File: src/rtl/tx_msg_queue.sv
// Byte FIFO feeding the LDPC encoder / UART TX handshake.
// Bytes are queued on wr_en, popped one at a time into m, held stable for
// LOAD_TICKS baud ticks, then announced with a one-baud-period tx_start.
// The frame completes on a rising edge of tx_done or, failing that, on a
// baud-tick timeout. Overflow and timeout are reported as sticky flags.
module tx_msg_queue #(
    parameter int DEPTH         = 8,
    parameter int LOAD_TICKS    = 2,
    parameter int TIMEOUT_TICKS = 24
) (
    input  logic                     clk,
    input  logic                     rst,
    input  logic                     baud_tick,
    input  logic                     wr_en,
    input  logic [7:0]               wr_data,
    input  logic                     tx_done,
    input  logic                     err_clr,
    output logic [7:0]               m,
    output logic                     tx_start,
    output logic                     full,
    output logic                     empty,
    output logic [$clog2(DEPTH):0]   level,
    output logic                     busy,
    output logic                     sent,
    output logic                     ovf_err,
    output logic                     tmo_err
);

    localparam int AW   = $clog2(DEPTH);
    localparam int LW   = AW + 1;
    localparam int TMAX = (TIMEOUT_TICKS > LOAD_TICKS) ? TIMEOUT_TICKS : LOAD_TICKS;
    localparam int CW   = $clog2(TMAX + 1);

    localparam logic [CW-1:0] LOAD_LAST = CW'(LOAD_TICKS - 1);
    localparam logic [CW-1:0] TMO_LAST  = CW'(TIMEOUT_TICKS - 1);

    localparam logic [2:0] S_IDLE  = 3'd0;
    localparam logic [2:0] S_LOAD  = 3'd1;
    localparam logic [2:0] S_START = 3'd2;
    localparam logic [2:0] S_WAIT  = 3'd3;
    localparam logic [2:0] S_GAP   = 3'd4;

    logic [2:0]    state;
    logic [7:0]    mem [DEPTH];
    logic [AW-1:0] rd_ptr;
    logic [AW-1:0] wr_ptr;
    logic [CW-1:0] tick_cnt;
    logic          done_q;

    logic pop;
    logic wr_acc;
    logic ovf_set;
    logic done_rise;
    logic tmo_hit;

    assign full  = (level == LW'(DEPTH));
    assign empty = (level == '0);
    assign busy  = (state != S_IDLE);

    // The head leaves the FIFO on the same edge a write lands, so a write
    // while full is still accepted when the FSM is popping.
    assign pop       = (state == S_IDLE) && !empty;
    assign wr_acc    = wr_en && (!full || pop);
    assign ovf_set   = wr_en && full && !pop;
    assign done_rise = tx_done && !done_q;
    assign tmo_hit   = (state == S_WAIT) && !done_rise && baud_tick && (tick_cnt == TMO_LAST);

    // Storage array; contents are don't-care until written, so no reset.
    always_ff @(posedge clk) begin
        if (wr_acc)
            mem[wr_ptr] <= wr_data;
    end

    // Pointers and occupancy; pointers wrap naturally since DEPTH is 2^AW.
    always_ff @(posedge clk) begin
        if (!rst) begin
            wr_ptr <= '0;
            rd_ptr <= '0;
            level  <= '0;
        end else begin
            if (wr_acc) wr_ptr <= wr_ptr + AW'(1);
            if (pop)    rd_ptr <= rd_ptr + AW'(1);
            case ({wr_acc, pop})
                2'b10:   level <= level + LW'(1);
                2'b01:   level <= level - LW'(1);
                default: level <= level;
            endcase
        end
    end

    // Registered copy of tx_done so only a genuine 0->1 transition counts.
    always_ff @(posedge clk) begin
        if (!rst) done_q <= 1'b0;
        else      done_q <= tx_done;
    end

    // Frame sequencer: pop -> hold m -> tx_start for one baud period -> wait -> gap.
    always_ff @(posedge clk) begin
        if (!rst) begin
            state    <= S_IDLE;
            m        <= 8'h00;
            tx_start <= 1'b0;
            tick_cnt <= '0;
            sent     <= 1'b0;
        end else begin
            sent <= 1'b0;
            case (state)
                S_IDLE: begin
                    if (!empty) begin
                        m        <= mem[rd_ptr];
                        tick_cnt <= '0;
                        state    <= S_LOAD;
                    end
                end
                S_LOAD: begin
                    if (baud_tick) begin
                        if (tick_cnt == LOAD_LAST) begin
                            tick_cnt <= '0;
                            tx_start <= 1'b1;
                            state    <= S_START;
                        end else begin
                            tick_cnt <= tick_cnt + CW'(1);
                        end
                    end
                end
                S_START: begin
                    if (baud_tick) begin
                        tx_start <= 1'b0;
                        tick_cnt <= '0;
                        state    <= S_WAIT;
                    end
                end
                S_WAIT: begin
                    if (done_rise) begin
                        sent     <= 1'b1;
                        tick_cnt <= '0;
                        state    <= S_GAP;
                    end else if (baud_tick) begin
                        if (tick_cnt == TMO_LAST) begin
                            tick_cnt <= '0;
                            state    <= S_GAP;
                        end else begin
                            tick_cnt <= tick_cnt + CW'(1);
                        end
                    end
                end
                S_GAP: begin
                    if (baud_tick)
                        state <= S_IDLE;
                end
                default: begin
                    tx_start <= 1'b0;
                    state    <= S_IDLE;
                end
            endcase
        end
    end

    // Sticky error flags; a set event on the same edge beats err_clr.
    always_ff @(posedge clk) begin
        if (!rst) begin
            ovf_err <= 1'b0;
            tmo_err <= 1'b0;
        end else begin
            if (ovf_set)      ovf_err <= 1'b1;
            else if (err_clr) ovf_err <= 1'b0;
            if (tmo_hit)      tmo_err <= 1'b1;
            else if (err_clr) tmo_err <= 1'b0;
        end
    end

endmodule

File: config.mk
export PLATFORM = sky130hd
export DESIGN_NAME = tx_msg_queue
export DESIGN_NICKNAME = d
export VERILOG_FILES = /design/src/rtl/tx_msg_queue.sv
export SDC_FILE = /design/constraint.sdc
export NUM_CORES = 1
export LEC_CHECK = 0
export CORE_ASPECT_RATIO = 0.7
export CORE_UTILIZATION = 35
export DETAILED_ROUTE_END_ITERATION = 6
export GPL_TIMING_DRIVEN = 1
export PLACE_DENSITY = 0.49
export SYNTH_ARGS = -nofsm -noshare
export SYNTH_HDL_FRONTEND = slang
export SYNTH_SLANG_ARGS = --single-unit
export TNS_END_PERCENT = 20
File: constraint.sdc
create_clock -name clk -period 2.4 [get_ports clk]
set_input_delay 0.72 -clock clk [delete_from_list [all_inputs] [get_ports clk]]
set_output_delay 0.72 -clock clk [all_outputs]
set_load 0.05 [all_outputs]
==> results.cfg <==
[synthesis]
ys_warn_count = 0
ys_async_sr_fraction_pct = 0
synth_edf_count = 64
syn_area_sq_um = 3970
avgSynthCellArea_sq_um = 14.5
syn_nets = 293
syn_inst = 274
ys_types = 56
synth-main-ff-cell = edfxtp_1
ys_ff_latch = 95
ys_seq_area_share_pct = 64.0

[power]
ir_worst_vdd_mv = 0.402
power_frac_seq_pct = 40.8
power.leakage_nw = 1.65
power.share.switching_pct = 32.8
p_sw_mw = 1.61
p_total_mw = 4.90
combPwrFrac_pct = 32.1
power_density_nw_per_um2 = 995
p_int_mw = 3.29
clkPwrFrac_pct = 27.2

[worst_setup_path]
critPathLaunchType = flop
slowest_delay_ns = 0.84
cp_slowest_cell = clkdlybuf4s50_1
worst-path-max-fanout = 8
cp_data_required_time_ns = 1.68
end_kind = output pin
cp_cell_sequence = clkdlybuf4s50_1
worst-path-buf-inv = 1
crit_family = buffers and inverters
cp.arrival_ns = 1.61
worstSetupPathType = flop to output pin

[run_status]
status = complete, no violations

[cts]
cts_setup_buffers = 0
clockBufferDepth = 2
cts_buffers = 9
cts_htree_levels = 3
clock_sinks = 95
insertion_delay_ns = 0.34
cts-root-buf = clkbuf_16
hold_buffers = 0
clk_pin_slew_ns = 0.07
cts_tree = done

[cells_and_area]
antenna_cells = 0
drive_above_1_share_pct = 24.5
final_cell_area_sq_um = 4930
post-route-util_pct = 44.8
layout.nets = 345
area_delta_synth_final_pct = 24.1

[sta]
finClkSkew_ns = 0.00754
drv_slew = 0
setup_viol = 0
grt_setup_unrepaired = no
slew_headroom_pct = 55.9
period_minus_slack_ns = 2.33
hold_violations = 0
timing.final.crit_share_pct = 97.2
hold_ws_ns = 0.490
worstMarginPinSlew_ns = 0.661
timing.fmax_mhz = 429

[floorplanning]
placementRows = 32
ios = 33
die_area_sq_um = 11800
dieHeight_um = 91.1
start_util_pct = 36.1
core_area_sq_um = 11000
die_w_um = 129

[detailed_routing]
highest_layer = met4
drc_errors = 0
firstDrtPassIters = 4
antenna_left = 0
wl_met1_um = 4130
via_per_inst = 4.94
drt_iter0_drc = 135
wl_per_cell_um = 16.6
wl_met2_um = 3490
routed_wl_um = 8020
wl_met3_um = 320
via_count = 2392

[global_route]
grt_usage_pct = 15.3
grt_max_degree = 22
antenna_found_initial = 0
grt_overflow = 0
grt_pass1_wl_um = 13000
grt_pass1_vias = 2393

[min_path]
hp-class = flop to flop

[placed_design]
port-buffer-count = 32
placed_area_sq_um = 4640
gp_congestion = 0.743
hpwl_um = 5600

[run]
max_cap_violations = 0
path summary, 6_finish.rpt:
kind,from,endpoint,slack (ns),cells past startpoint
hold reg to reg,tmo_err,tmo_err,0.49,2
setup reg to reg,state[0],mem[4][4],0.34,6
hold / removal,tmo_err,tmo_err,0.49,2
setup / recovery,level[0],level[0],0.07,1
area by class of cell:
class | instances | area, sq um
Inverter | 6 | 22.5
Clock buffer | 10 | 239
Fill cell | 974 | 6080
Sequential cell | 95 | 2550
Multi-Input combinational cell | 159 | 1350
Timing Repair Buffer | 55 | 533
Tap cell | 153 | 191
Clock inverter | 6 | 42.5
registers in the layout, indices dropped and copies added (netlist names):
register and flops:
mem 64, m 8, tick_cnt 5, level 4
rd_ptr 3, state 3, wr_ptr 3, done_q 1
ovf_err 1, sent 1, tmo_err 1, tx_start 1
per-layer routing:
| metal | GRT usage [%] | vias to the layer above |
|---|---|---|
| met4 | 4.71 | 0 |
| met3 | 4.66 | 7 |
| met5 | 0 | - |
| met1 | 21.7 | 1179 |
| li1 | - | 1164 |
| met2 | 22.4 | 42 |
logic make-up after synthesis:
logic type	Yosys count	share of synthesized area (%)
XOR/XNOR	5	1.10
adder cells (fa/ha/maj)	5	1.58
flip-flops	95	64.0
multiplexers	25	11.3
AO/OA/AOI/OAI	49	8.64
buffers and inverters	20	2.43
AND/OR/NAND/NOR	75	10.9
per-stage QoR:
stage / setup WS [ns] / cells / TNS [ns]
after floorplan: -0.268 / 274 / -1.92
after global placement: -0.0473 / 468 / -0.331
after detailed placement: -0.0731 / 468 / -0.848
after CTS: 0.0308 / 484 / 0
after global routing: 0.0112 / 484 / 0
final: 0.0679 / 484 / 0
power by group through the flow:
stage / registers [mW] / clock network (mW) / logic, mW
after CTS: 2.00 / 1.37 / 1.59
after detailed placement: 2.03 / 0 / 1.58
after floorplan: 2.19 / 0 / 0.891
final: 2.00 / 1.33 / 1.57
after global routing: 2.02 / 1.44 / 1.70
after global placement: 2.03 / 0 / 1.58
timing repair:
item                                    CTS  global route
endpoints found under the hold margin     0             0
gates resized for setup                   1             1
endpoints found under the setup margin    1             1
synth_stat cells, types with 2 or more instances:
master,n,area (sq um)
nand4_1,2,12.5
o211ai_1,4,30.0
nor3_1,7,35.0
nand2_1,12,45.0
edfxtp_1,64,1920
a21o_1,2,15.0
buf_1,2,7.51
inv_1,5,18.8
a311oi_1,2,17.5
or3b_2,2,17.5
nor2b_1,2,12.5
a21oi_1,14,70.1
xnor2_1,2,17.5
and2_1,2,12.5
nand3_1,9,45.0
nor2_1,19,71.3
mux2i_1,9,90.1
buf_2,4,20.0
buf_4,2,15.0
nand2b_1,8,50.1
o22ai_1,2,12.5
o21ai_0,11,55.1
ha_1,5,62.6
clkbuf_1,4,15.0
mux4_2,16,360
dfxtp_1,31,621
xor2_1,3,26.3
placed cells by master (no fill, tap or decap), types with 3 or more instances in the layout:
cell	count
clkbuf_16	9
clkdlybuf4s50_1	28
ha_1	4
nor2_1	18
xor2_1	3
inv_1	4
a21oi_1	14
mux2i_1	9
o21ai_0	11
nand2b_1	8
mux4_2	16
o211ai_1	4
buf_12	4
nand3_1	9
buf_4	23
edfxtp_1	64
dfxtp_1	28
nor3_1	5
nand2_1	12
Power figures use the tool's default switching activity.
